[config.mk]
export PLATFORM = sky130hd
export DESIGN_NAME = clock_divider_multi
export DESIGN_NICKNAME = d
export VERILOG_FILES = /design/src/rtl/clock_divider_multi.sv
export SDC_FILE = /design/constraint.sdc
export NUM_CORES = 1
export LEC_CHECK = 0
export BUFFER_PORTS_ARGS = -buffer_cell sky130_fd_sc_hd__buf_2
export CORE_ASPECT_RATIO = 1.5
export CORE_MARGIN = 2
export CORE_UTILIZATION = 50
export CTS_BUF_LIST = sky130_fd_sc_hd__clkbuf_4 sky130_fd_sc_hd__clkbuf_8 sky130_fd_sc_hd__clkbuf_16
export CTS_CLUSTER_DIAMETER = 200
export DETAILED_ROUTE_END_ITERATION = 10
export GPL_ROUTABILITY_DRIVEN = 0
export PLACE_DENSITY = 0.7
export SYNTH_ARGS = -nofsm -noshare
export SYNTH_HDL_FRONTEND = slang
export SYNTH_SLANG_ARGS = --single-unit
[constraint.sdc]
create_clock -name in_clk -period 3.4 [get_ports in_clk]
set_clock_uncertainty 0.1 [all_clocks]
set_input_delay 0 -clock in_clk [delete_from_list [all_inputs] [get_ports in_clk]]
set_output_delay 0 -clock in_clk [all_outputs]
set_load 0.02 [all_outputs]
[src/rtl/clock_divider_multi.sv]
// Multi-channel programmable clock divider: each channel produces a square out_clk and a
// toggle strobe from in_clk, with divide updates deferred to the next toggle boundary.
module clock_divider_multi #(
   parameter int              NCH         = 4,
   parameter int              CW          = 25,
   parameter logic [CW-1:0]   DEFAULT_DIV = CW'(24_999_999),
   localparam int             CHW         = (NCH > 1) ? $clog2(NCH) : 1
) (
   input  logic           in_clk,
   input  logic           reset,
   input  logic [NCH-1:0] en,
   input  logic           resync,
   input  logic           wr_en,
   input  logic [CHW-1:0] wr_chan,
   input  logic [CW-1:0]  wr_div,
   output logic [NCH-1:0] out_clk,
   output logic [NCH-1:0] tick,
   output logic [NCH-1:0] wr_pending
);

   genvar gi;
   generate
      for (gi = 0; gi < NCH; gi++) begin : g_ch
         logic [CW-1:0] cnt_q, cnt_d;
         logic [CW-1:0] active_q, active_d;
         logic [CW-1:0] pend_div_q, pend_div_d;
         logic          out_q, out_d;
         logic          tick_q, tick_d;
         logic          pend_q, pend_d;
         logic          wr_hit;
         logic          wrap;

         // Out-of-range channel numbers never match any gi, so such writes are dropped.
         assign wr_hit = wr_en && (wr_chan == CHW'(gi));
         assign wrap   = en[gi] && (cnt_q == active_q);

         always_comb begin
            cnt_d      = cnt_q;
            active_d   = active_q;
            pend_div_d = pend_div_q;
            out_d      = out_q;
            tick_d     = 1'b0;
            pend_d     = pend_q;

            if (resync) begin
               cnt_d  = '0;
               out_d  = 1'b0;
               pend_d = 1'b0;
               if (wr_hit) begin
                  active_d = wr_div;
               end else if (pend_q) begin
                  active_d = pend_div_q;
               end
            end else begin
               if (!en[gi]) begin
                  cnt_d = '0;
                  out_d = 1'b0;
               end else if (wrap) begin
                  cnt_d  = '0;
                  out_d  = ~out_q;
                  tick_d = 1'b1;
                  if (pend_q) begin
                     active_d = pend_div_q;
                     pend_d   = 1'b0;
                  end
               end else begin
                  cnt_d = cnt_q + CW'(1);
               end

               // Mid-period writes wait for the wrap so the running half-period finishes intact.
               if (wr_hit) begin
                  if (en[gi] && !wrap) begin
                     pend_div_d = wr_div;
                     pend_d     = 1'b1;
                  end else begin
                     active_d = wr_div;
                     pend_d   = 1'b0;
                  end
               end
            end
         end

         always_ff @(posedge in_clk) begin
            if (reset) begin
               cnt_q      <= '0;
               active_q   <= DEFAULT_DIV;
               pend_div_q <= '0;
               out_q      <= 1'b0;
               tick_q     <= 1'b0;
               pend_q     <= 1'b0;
            end else begin
               cnt_q      <= cnt_d;
               active_q   <= active_d;
               pend_div_q <= pend_div_d;
               out_q      <= out_d;
               tick_q     <= tick_d;
               pend_q     <= pend_d;
            end
         end

         assign out_clk[gi]    = out_q;
         assign tick[gi]       = tick_q;
         assign wr_pending[gi] = pend_q;
      end
   endgenerate

endmodule

Word-level counts from Yosys, hierarchy flattened
Cells that the tools add are included.
W data, S select, Z words.
- ROM bits: 0
- RAM bits: 0
- register bits after elaboration: 312
- input port bits: 35
- logic and storage cells: 134
- memories kept: 0
- latch bits: 0
- output and inout bits: 12
- div/mod/pow operators: 0
- equality and inequality tests: 7
- bitwise operators: 9
- add/subtract/negate cells: 4
- shifts and indexed selects: 0
- $mul: 0
- reductions and logical operators: 42
- multiplexer cells: 48
- magnitude comparators: 0
- operators by type and width (operator ; number):
    $mux W25 ; 28
    $add A25 B1 Y25 const B ; 4
    $eq A25 B25 Y1 ; 4
    $mux W1 ; 20
    $reduce_bool A2 Y1 ; 8
    $reduce_or A4 Y1 ; 4
    $logic_and A1 B1 Y1 ; 12
    $reduce_and A3 Y1 ; 4
    $reduce_or A3 Y1 ; 4
    $not A1 Y1 ; 9
    $reduce_and A2 Y1 ; 4
    $eq A2 B2 Y1 const B ; 2
    $logic_not A1 Y1 ; 4
    $eq A2 B1 Y1 const B ; 1
    $logic_not A2 Y1 ; 1
    $reduce_or A2 Y1 ; 1

Longest topological paths before layout
Gate-level depths: netlist of the first run.
- word-level depth: 7
- mapped depth: 9
- gate-level depth less buffers: 7

Worst setup path before layout of the first run
Ideal clock, no wire load.
- path type: reg-to-reg
- from: register g_ch[1].cnt_q[7]
- to: register g_ch[1].active_q[11]
- path slack: 1.009 ns
- data arrival time: 2.196 ns
- setup time: 0.095 ns
- data required time: 3.205 ns
- stages on the path, launching flop included: 9
- cell sequence: dfxtp_1 buf_2 xnor2_1 nand4_1 nor4_1 nand4_2 buf_2 mux2i_1 a221oi_1
- word-level cells in the longest chain between the ends: 7
- elaborated cells on any way between the ends: 9
- those cells by class: eq/ne (1); mux (5); reduce/logical (3)
- RTL lines (item ; RTL line ; source):
    start, declared ; 24 ; logic [CW-1:0] cnt_q, cnt_d;
    start signal, assigned ; 92 ; cnt_q <= cnt_d;
    $eq A25 B25 Y1 (*) ; 35 ; assign wrap = en[gi] && (cnt_q == active_q);
    $logic_and A1 B1 Y1 (*) ; 35 ;
    $mux W25 / $logic_not A1 Y1 (equally long branches) ; 58, 72 ;
    $mux W25 / $logic_and A1 B1 Y1 (equally long branches) ; 55, 72 ;
    $mux W25 ; 72 ; if (en[gi] && !wrap) begin
    $mux W25 (*) ; 71 ; if (wr_hit) begin
    $mux W25 (*) ; 45 ; if (resync) begin
    end signal, assigned ; 93 ; active_q <= active_d;
    end, declared ; 25 ; logic [CW-1:0] active_q, active_d;
Mark *: on every way between the ends. The rest lies on a longest branch, timed or not.
A chain may end at the register's enable or synchronous reset.

Final worst setup path of the first run
- from: register g_ch[1].cnt_q[21]
- to: register g_ch[1].active_q[3]
The elaborated chain is that of the path after synthesis.

==> results of run 1 <==
[report_power, final]
group	internal (W)	switching, W	total, W
logic	0.000257	0.000453	0.000710
clock network	0.00219	0.00154	0.00373
registers	0.00373	0.0000772	0.00380
total	0.00617	0.00207	0.00824
[synthesized netlist by cell type (all sizes together), types with 2 or more instances]
master   count
xnor2       98
a221oi      50
o211ai       7
nand2b       2
dfxtp      312
nor3        12
a2111o       2
nor2       376
nand3       57
ha           4
nor4b        2
mux2        25
nor4        28
o221ai       9
a221o        7
or4          2
clkbuf     105
o22ai       10
a21o         7
o31a        16
xor2        96
or3          4
a311oi       3
nand4       28
a21oi       88
a2bb2oi      2
inv         69
o21a        16
o31ai        7
and3        20
and2         3
mux2i      249
or2          2
nand2       95
a211oi      17
o21ai       38
and4         9
nand3b       3
buf         50
o22a         2
nor2b        2
[stage by stage]
| step | setup slack [ns] | instance area [µm²] | hold slack (ns) | total power [W] |
|---|---|---|---|---|
| 6_report | 0.697 | 18600 | 0.0236 | 0.00824 |
| 5_1_grt | 0.467 | 18600 | 0.0228 | 0.00847 |
| 4_1_cts | 0.745 | 18600 | 0.00673 | 0.00826 |
| 3_3_place_gp | 0.855 | 17200 | 0.225 | 0.00453 |
| 3_5_place_dp | 0.781 | 17200 | 0.236 | 0.00455 |
| 2_1_floorplan | 1.01 | 16700 | 0.0375 | 0.00432 |
[metal layers]
layer | share of wire (%) | vias up | global-route usage [%]
li1 | - | 6761 | -
met1 | 38 | 6702 | 31.7
met2 | 46 | 522 | 45.6
met3 | 6.3 | 197 | 5.00
met4 | 9.2 | 0 | 22.9
met5 | 0 | - | 0
[worst min-delay path by stage]
stage / endpoint / slack [ns] / depth (start not counted)
after CTS: g_ch[3].active_q[23] / 0.007 / 5
after global placement: g_ch[3].tick_q / 0.22 / 3
after global routing: g_ch[3].active_q[23] / 0.02 / 4
after detailed placement: g_ch[3].tick_q / 0.24 / 3
after floorplan: g_ch[3].tick_q / 0.04 / 2
final: g_ch[3].active_q[23] / 0.02 / 4
[flip-flops by register name (all words and copies together), names as in the netlist]
| name | cells |
|---|---|
| g_ch.pend_div_q | 100 |
| g_ch.active_q | 100 |
| g_ch.pend_q | 4 |
| g_ch.cnt_q | 100 |
| g_ch.tick_q | 4 |
| g_ch.out_q | 4 |
[final cells by class]
| class | count | area [µm²] | share of cell area, % |
|---|---|---|---|
| clock buffers | 56 | 1090 | 5.85 |
| clock inverters | 2 | 17.5 | 0.0941 |
| inverters | 69 | 259 | 1.39 |
| multi-input cells | 1410 | 9540 | 51.2 |
| flip-flops and latches | 312 | 6250 | 33.5 |
| well taps | 420 | 526 | 2.82 |
| repair buffers | 123 | 941 | 5.05 |
[critical path, delay by kind of cell (launching register included)]
family / cells / cell delay (ns)
simple gates: 3 / 1.15
compound gates: 1 / 0.30
xor+xnor: 1 / 0.17
mux: 1 / 0.16
flops: 1 / 0.35
buf+inv: 1 / 0.37
[kinds of logic (layout without fill, tap and decap cells)]
group                      Yosys count  in the layout  share of synthesized area (%)
muxes                              274            274                           16.8
buffers and inverters              224            250                           5.74
and+or+nand+nor                    647            647                           17.1
AOI/OAI and AO/OA                  291            291                           12.6
xor gates and xnor gates           194            194                           10.2
adders and majority gates            4              4                          0.299
DFF                                312            312                           37.3
[placed cells by master (no fill, tap or decap), types with 8 or more instances in the layout]
| cell | n |
|---|---|
| clkbuf_4 | 12 |
| dfxtp_1 | 312 |
| nand3_1 | 57 |
| and4_1 | 9 |
| and3_1 | 20 |
| xor2_1 | 96 |
| o31a_1 | 16 |
| a211oi_1 | 17 |
| a221oi_1 | 40 |
| nand2_1 | 94 |
| o22ai_1 | 8 |
| clkbuf_16 | 35 |
| buf_4 | 42 |
| a21oi_1 | 88 |
| o221ai_1 | 9 |
| a221oi_2 | 10 |
| mux2i_1 | 249 |
| mux2_2 | 15 |
| nor2_1 | 375 |
| mux2_4 | 10 |
| nand4_1 | 26 |
| buf_2 | 45 |
| o21a_1 | 16 |
| o21ai_0 | 38 |
| nor4_1 | 24 |
| nor3_1 | 12 |
| clkbuf_8 | 9 |
| dlygate4sd3_1 | 32 |
| inv_1 | 68 |
| xnor2_1 | 98 |
==> metrics.md, run 1 <==
| Metric | Value |
|---|---|
| Run status | `complete, no violations` |
| Setup_tns | `0 ns` |
| Worst reg2reg startpoint | `g_ch[1].cnt_q[21]` |
| Buffers added on ports | `46` |
| Arr. time, crit path | `3.04 ns` |
| Largest net degree at the start of global routing | `75` |
| Vias | `14,200` |
| Hold-fix buffer count after cts | `32` |
| Worst skew pair latency | `0.54 ns` |
| Startpoint Class | `flip-flop` |
| Gr usage total | `27.9%` |
| Prevailing post-synth register cell | `dfxtp_1` |
| Register-to-Register Path Depth | `7` |
| Post-Layout Cell Count | `2,392` |
| YS warnings | `0` |
| Max Clk Rate | `370 MHz` |
| CP max FO | `19` |
| Post-Syn Area | `0.0167 mm²` |
| CP Capture Type | `flip-flop` |
| Critical Setup Path Class | `reg -> reg` |
| Width of the die | `153 µm` |
| CTS tree | `built` |
| Power density over cell area | `443 mW/mm²` |
| Syn_nets | `1,985` |
| Inserted Diodes | `0` |
| Worst R2R Setup Slack | `0.70 ns` |
| Area growth syn-to-layout | `11.3%` |
| Die area | `0.0350 mm²` |
| Clock transition at the registers of the reported paths | `0.06 ns` |
| Initial antenna violation count | `0` |
| Final core occ | `56.0%` |
| Hold WC Path Type | `in -> reg` |
| Slowest Stage Delay on Critical Path | `0.48 ns` |
| FILL cells | `2,985` |
| Routed length per instance | `20.9 µm` |
| HPWL after detailed placement | `34,300 µm` |
| Area share of the largest cell type after synthesis | `37.3%` |
| Clock root buffer master | `clkbuf_16` |
| Yosys cell types | `65` |
| Max_cap viols | `0` |
| RSZ-0062 raised after global routing | `no` |
| DR vias/cell | `5.93` |
| Layout cells sized above 1 | `10.3%` |
| Core area | `0.0332 mm²` |
| Slowest CP cell | `nor3b_1` |
| CTS H-tree lvls | `2` |
| Die height | `228 µm` |
| Cell taking the most area after synthesis | `dfxtp_1` |
| Fin crit share | `79.5%` |
| Min-delay src | `resync` |
| DRC viols | `0` |
| Site row count | `82` |
| 1st-pass router iterations | `5` |
| Async set-reset flop share out of synthesis | `0%` |
| RR Endpoint | `g_ch[1].active_q[3]` |
| Register area share after synthesis | `37.3%` |
| Io pins | `47` |
| Post-synth EDFFs | `0` |
| TritonCTS Buffers | `34` |
| Pin slew with the least headroom to its limit | `1.03 ns` |
| Max Slew Vio Count | `0` |
| Syn Inst Count | `1,946` |
| Vias in the first global route | `14,100` |
| Worst path cell trace | `xor2_1, nor4_1, nor3b_1, nand4_2, buf_4, mux2i_1, a221oi_1` |
| Routed Antenna Nets | `0` |
| Synth top area cells | `dfxtp_1 (37%), mux2i_1 (15%), nor2_1 (8.4%)` |
| Min cycle time layout | `2.70 ns` |
| VDD IR-drop max | `0.000352 V` |
| Crit path to | `g_ch[1].active_q[3]` |
| Final net count | `1,989` |
| Final setup fails | `0` |
| Relative slew slack | `31.3%` |
| P_leak | `7.70 nW` |
| Endpoints failing hold | `0` |
| Critical path data required time | `3.73 ns` |
| CP Launch Point | `g_ch[1].cnt_q[21]` |
| Initial Util | `50.3%` |
| Post-CTS setup buffers | `0` |
| CTS max path bufs | `3` |
| Syn avg cell area | `8.60 µm²` |
| DR iter-0 viols | `1,038` |
| Clock Sinks | `312` |
| First-pass GRT wire length | `77,800 µm` |
| Post-CTS resize count | `0` |
| Number of synthesized register bits | `312` |
| Routed wire length | `49,900 µm` |
| Placed insts | `2,302` |
| Grt total ovfl | `0` |
No activity file was read; power rests on OpenSTA's default activity.
==> run 2: changes to the inputs <==
==> constraint.sdc (replaced) <==
create_clock -name in_clk -period 2.55 [get_ports in_clk]
set_clock_uncertainty 0.1 [all_clocks]
set_input_delay 0 -clock in_clk [delete_from_list [all_inputs] [get_ports in_clk]]
set_output_delay 0 -clock in_clk [all_outputs]
set_load 0.02 [all_outputs]
==> run 2 against run 1 <==
Compared with the run above:
- sequential power is 33% higher
- final cell count is 2.6% higher
- final area is 2.6% higher
- largest cell class unchanged
- setup slack worse by 0.57 ns
==> metrics.md, run 2 (same netlist as run 1, synthesis figures left out) <==
| Metric | Value |
|---|---|
| Site row count | `82` |
| Routed Antenna Nets | `0` |
| Routed wire length | `50,600 µm` |
| Pin slew with the least headroom to its limit | `0.975 ns` |
| WP depth | `7` |
| Final instance area | `0.0191 mm²` |
| Placement-stage cell area | `0.0178 mm²` |
| Metal2 WL | `24,000 µm` |
| Setup ws final | `0.130 ns` |
| Min cycle time layout | `2.42 ns` |
| Clock Sinks | `312` |
| CTS max path bufs | `3` |
| Hold WC Path Type | `in -> reg` |
| WL met1 | `19,500 µm` |
| TritonCTS Buffers | `31` |
| Core area | `0.0332 mm²` |
| Worst path cell trace | `xor2_1, nor4_2, nand4_2, or3_4, buf_4, mux2_4, a221oi_2` |
| Fin Hold WS | `0.167 ns` |
| Die height | `228 µm` |
| CTS H-tree lvls | `1` |
| Max Slew Vio Count | `0` |
| Biggest regs | `g_ch.active_q x100, g_ch.cnt_q x100, g_ch.pend_div_q x100` |
| Top delay family on crit path | `simple AND/OR/NAND/NOR gates` |
| Worst skew pair latency | `0.60 ns` |
| Routed length per instance | `20.6 µm` |
| Clock root buffer master | `clkbuf_16` |
| Met3 WL | `2750 µm` |
| VDD IR-drop max | `0.000457 V` |
| Area growth syn-to-layout | `14.1%` |
| Commonest cells after routing, fill and taps aside | `nor2_1 (374), dfxtp_1 (311), mux2i_1 (249), buf_4 (102), xnor2_1 (98)` |
| DR vias/cell | `5.94` |
| Critical Setup Path Class | `reg -> reg` |
| 1st-pass router iterations | `7` |
| Startpoint Class | `flip-flop` |
| Register-to-Register Path Depth | `7` |
| Initial Util | `50.3%` |
| Largest net degree at the start of global routing | `66` |
| Die area | `0.0350 mm²` |
| Vias | `14,600` |
| Vias in the first global route | `14,300` |
| Pwr Total | `0.0104 W` |
| Endpoints failing hold | `0` |
| Critical path data required time | `2.93 ns` |
| Arr. time, crit path | `2.80 ns` |
| Commonest non-fill, non-tap cell in the layout | `nor2_1` |
| Slowest Stage Delay on Critical Path | `0.41 ns` |
| CP Capture Type | `flip-flop` |
| CTS tree | `built` |
| RSZ-0062 raised after global routing | `no` |
| Final setup fails | `0` |
| CP max FO | `9` |
| Buffers added on ports | `46` |
| Setup_tns | `0 ns` |
| Layout cells sized above 1 | `13.3%` |
| Fin crit share | `94.9%` |
| P_leak | `8.02 nW` |
| First-pass GRT wire length | `79,600 µm` |
| Max_cap viols | `0` |
| Crit path buffers/inverters | `1` |
| Gr usage total | `28.2%` |
| Final net count | `2,056` |
| Run status | `complete, no violations` |
| Grt total ovfl | `0` |
| Power density over cell area | `546 mW/mm²` |
| Relative slew slack | `35.0%` |
| Initial antenna violation count | `0` |
| Clock transition at the registers of the reported paths | `0.06 ns` |
| Dpl ws | `0.0533 ns` |
| FILL cells | `2,965` |
| Max Clk Rate | `413 MHz` |
| HPWL after detailed placement | `35,200 µm` |
| DR iter-0 viols | `1,005` |
| Width of the die | `153 µm` |
| Hold depth | `5` |
| Io pins | `47` |
| Reg area | `0.00625 mm²` |
| DRC viols | `0` |
| Inserted Diodes | `0` |
| Area occupied by multi-input gates | `0.00958 mm²` |
| Slowest CP cell | `or3_4` |
| DR top layer | `met4` |
[run 2: cell count changes in the layout (fill, tap and decap cells not counted), moves of 2 or more]
| cell | change |
|---|---|
| buf_12 | +6 |
| buf_4 | +60 |
| buf_6 | +2 |
| clkbuf_16 | -4 |
| clkbuf_8 | -6 |
| dlygate4sd3_1 | +2 |
| nor4_1 | -3 |
| nor4_2 | +3 |
[run 2: path summary, 6_finish.rpt]
check                             start  slack (ns)                    end
hold reg to reg   g_ch[2].pend_div_q[8]        0.40  g_ch[2].pend_div_q[8]
setup / recovery   g_ch[0].active_q[12]        0.13   g_ch[0].active_q[18]
hold / removal               wr_chan[0]        0.17         g_ch[3].pend_q
setup reg to reg   g_ch[0].active_q[12]        0.13   g_ch[0].active_q[18]
[run 2: area by class of cell]
class	instances	area share (%)
tap	420	2.75
sequential	312	32.7
timing repair buffer	193	8.14
clock buffer	47	4.79
clock inverter	2	0.0852
multi-input combinational	1410	50.2
inverter	69	1.36
[run 2: worst reg2reg max path, delay by kind of cell, from the launching register on]
family / cells / cell delay [ns]
xor+xnor: 1 / 0.17
buf+inv: 1 / 0.20
flops: 1 / 0.36
mux: 1 / 0.32
compound gates: 1 / 0.25
simple gates: 3 / 0.93
[run 2: report_power, final]
| part | internal, W | leakage (nW) | total [W] | switching [W] |
|---|---|---|---|---|
| clock | 0.00244 | 0.468 | 0.00437 | 0.00193 |
| sequential | 0.00497 | 2.53 | 0.00507 | 0.000101 |
| combinational | 0.000369 | 5.02 | 0.000988 | 0.000620 |
[run 2: routing by layer]
layer / up-vias / track usage, %
met5: - / 0
met4: 0 / 20.1
met3: 183 / 4.14
met2: 522 / 47.7
met1: 6993 / 32.5
li1: 6882 / -
[run 2: per-stage QoR]
stage / std cells / util (%)
3_5_place_dp: 2368 / 53.4
2_1_floorplan: 1946 / -
5_1_grt: 2453 / 57.5
3_3_place_gp: 2368 / 53.4
6_report: 2453 / 57.5
4_1_cts: 2451 / 57.3
[run 2: repair_timing]
item / in CTS / in global routing
buffers inserted: 0 / 2
hold endpoints to repair: 280 / 0
hold buffers: 34 / 0
resized for setup: 0 / 11
setup endpoints to repair: 0 / 70
==> run 3: changes to the inputs <==
--- a/config.mk
+++ b/config.mk
@@ -13,7 +13,7 @@
 export CTS_CLUSTER_DIAMETER = 200
 export DETAILED_ROUTE_END_ITERATION = 10
 export GPL_ROUTABILITY_DRIVEN = 0
-export PLACE_DENSITY = 0.7
+export PLACE_DENSITY_LB_ADDON = 0.05
 export SYNTH_ARGS = -nofsm -noshare
 export SYNTH_HDL_FRONTEND = slang
 export SYNTH_SLANG_ARGS = --single-unit
==> run 3 against run 2 <==
Compared with the run above:
- clock power is 18% higher
- final area shrank 0.20%
- flip-flop and latch count did not move
- first-iteration DRC count down 0.70%
- hold slack improved by 0.0056 ns
- sequential share of layout area is 0.071 points higher
- final cell count shrank 0.98%
- die area did not move
- fmax fell by 0.11%
- non-clock buffer count fell by 36
- via count down 2.9%
- critical path type unchanged
- highest routed layer unchanged
==> metrics.md, run 3 (same netlist as run 1, synthesis figures left out) <==
| Metric | Value |
|---|---|
| Grt total ovfl | `0` |
| Gr usage total | `28.9%` |
| Initial antenna violation count | `0` |
| Commonest cells after routing, fill and taps aside | `nor2_1 (375), dfxtp_1 (310), mux2i_1 (249), xnor2_1 (96), xor2_1 (96)` |
| Die area | `0.0350 mm²` |
| HPWL after detailed placement | `35,100 µm` |
| Final setup fails | `0` |
| Worst skew pair latency | `0.53 ns` |
| Final net count | `2,023` |
| DRC viols | `0` |
| Routed length per instance | `21.2 µm` |
| P_leak | `7.95 nW` |
| Clock root buffer master | `clkbuf_16` |
| Hold WC Path Type | `in -> reg` |
| Critical path data required time | `2.89 ns` |
| Width of the die | `153 µm` |
| Site row count | `82` |
| Power density over cell area | `588 mW/mm²` |
| Relative slew slack | `34.2%` |
| Buffers added on ports | `46` |
| Io pins | `47` |
| First-pass GRT wire length | `79,600 µm` |
| Startpoint Class | `flip-flop` |
| Setup_tns | `0 ns` |
| CTS max path bufs | `3` |
| Area growth syn-to-layout | `13.9%` |
| Largest net degree at the start of global routing | `106` |
| Run status | `complete, no violations` |
| CP Capture Type | `flip-flop` |
| Vias | `14,200` |
| Pin slew with the least headroom to its limit | `0.985 ns` |
| RSZ-0062 raised after global routing | `no` |
| Max Clk Rate | `413 MHz` |
| CP max FO | `8` |
| Fin crit share | `95.0%` |
| Inserted Diodes | `0` |
| CTS H-tree lvls | `2` |
| Clock Sinks | `312` |
| CTS tree | `built` |
| VDD IR-drop max | `0.000541 V` |
| TritonCTS Buffers | `34` |
| FILL cells | `3,081` |
| Placement-stage cell area | `0.0175 mm²` |
| DR vias/cell | `5.83` |
| Fin Hold WS | `0.172 ns` |
| Initial Util | `50.3%` |
| Core area | `0.0332 mm²` |
| Biggest regs | `g_ch.active_q x100, g_ch.cnt_q x100, g_ch.pend_div_q x100` |
| Die height | `228 µm` |
| Routed wire length | `51,500 µm` |
| 1st-pass router iterations | `8` |
| Min cycle time layout | `2.42 ns` |
| Critical Setup Path Class | `reg -> reg` |
| Layout cells sized above 1 | `12.3%` |
| Post-CTS setup buffers | `0` |
| Max_cap viols | `0` |
| DR iter-0 viols | `998` |
| Max Slew Vio Count | `0` |
| Commonest non-fill, non-tap cell in the layout | `nor2_1` |
| Routed Antenna Nets | `0` |
| Final instance area | `0.0191 mm²` |
| Clock transition at the registers of the reported paths | `0.06 ns` |
| Arr. time, crit path | `2.76 ns` |
| Endpoints failing hold | `0` |
| Vias in the first global route | `13,600` |
## run 3: path summary, 6_finish.rpt
kind / from / end / slack [ns] / cells past startpoint
max: g_ch[0].cnt_q[6] / g_ch[0].active_q[24] / 0.13 / 7
min reg2reg: g_ch[3].pend_div_q[3] / g_ch[3].pend_div_q[3] / 0.39 / 2
min: wr_chan[0] / g_ch[1].active_q[7] / 0.17 / 6
max reg2reg: g_ch[0].cnt_q[6] / g_ch[0].active_q[24] / 0.13 / 7
## run 3: repair_timing
| item | in CTS | in global routing |
|---|---|---|
| hold buffers | 31 | 0 |
| hold endpoints to repair | 267 | 0 |
| resized for setup | 0 | 8 |
| endpoints found under the setup margin | 0 | 14 |
## run 3: area by class of cell
cell class	instances	area [µm²]	share of cell area [%]
repair buffers	157	1270	6.67
clock inverters	6	30.0	0.158
clock buffers	55	1150	6.03
inverters	69	259	1.36
well taps	420	526	2.76
flip-flops and latches	312	6250	32.8
multi-input cells	1410	9580	50.2
## run 3: where the power goes
group          total [W]  leakage (nW)  internal, W  switching [W]
logic           0.000971          4.82     0.000361       0.000610
registers        0.00508          2.53      0.00497       0.000107
clock network    0.00516         0.598      0.00308        0.00207
## run 3: critical path, cell delays in order, from the launching register on
cell and delay (ns):
dfxtp_1 0.35, xnor2_2 0.22, nand4_1 0.16, or3_1 0.39, or3_1 0.35, buf_4 0.20
mux2_2 0.28, a221oi_1 0.28
## run 3: metrics by stage
| stage | setup slack, ns | utilization [%] | power (W) | cells |
|---|---|---|---|---|
| floorplan | 0.159 | - | 0.00576 | 1946 |
| detailed placement | 0.0795 | 52.7 | 0.00610 | 2337 |
| global placement | 0.103 | 52.7 | 0.00608 | 2337 |
| global route | 0.00104 | 57.3 | 0.0116 | 2429 |
| finish | 0.127 | 57.3 | 0.0112 | 2429 |
| CTS | 0.0393 | 57.2 | 0.0113 | 2429 |
## run 3: per-layer routing
layer	vias up	track usage, %	wire [µm]
met5	-	0	0
met4	0	12.4	2450
met3	103	3.42	2280
met2	393	50.2	25400
met1	6840	35.9	21400
li1	6825	-	-
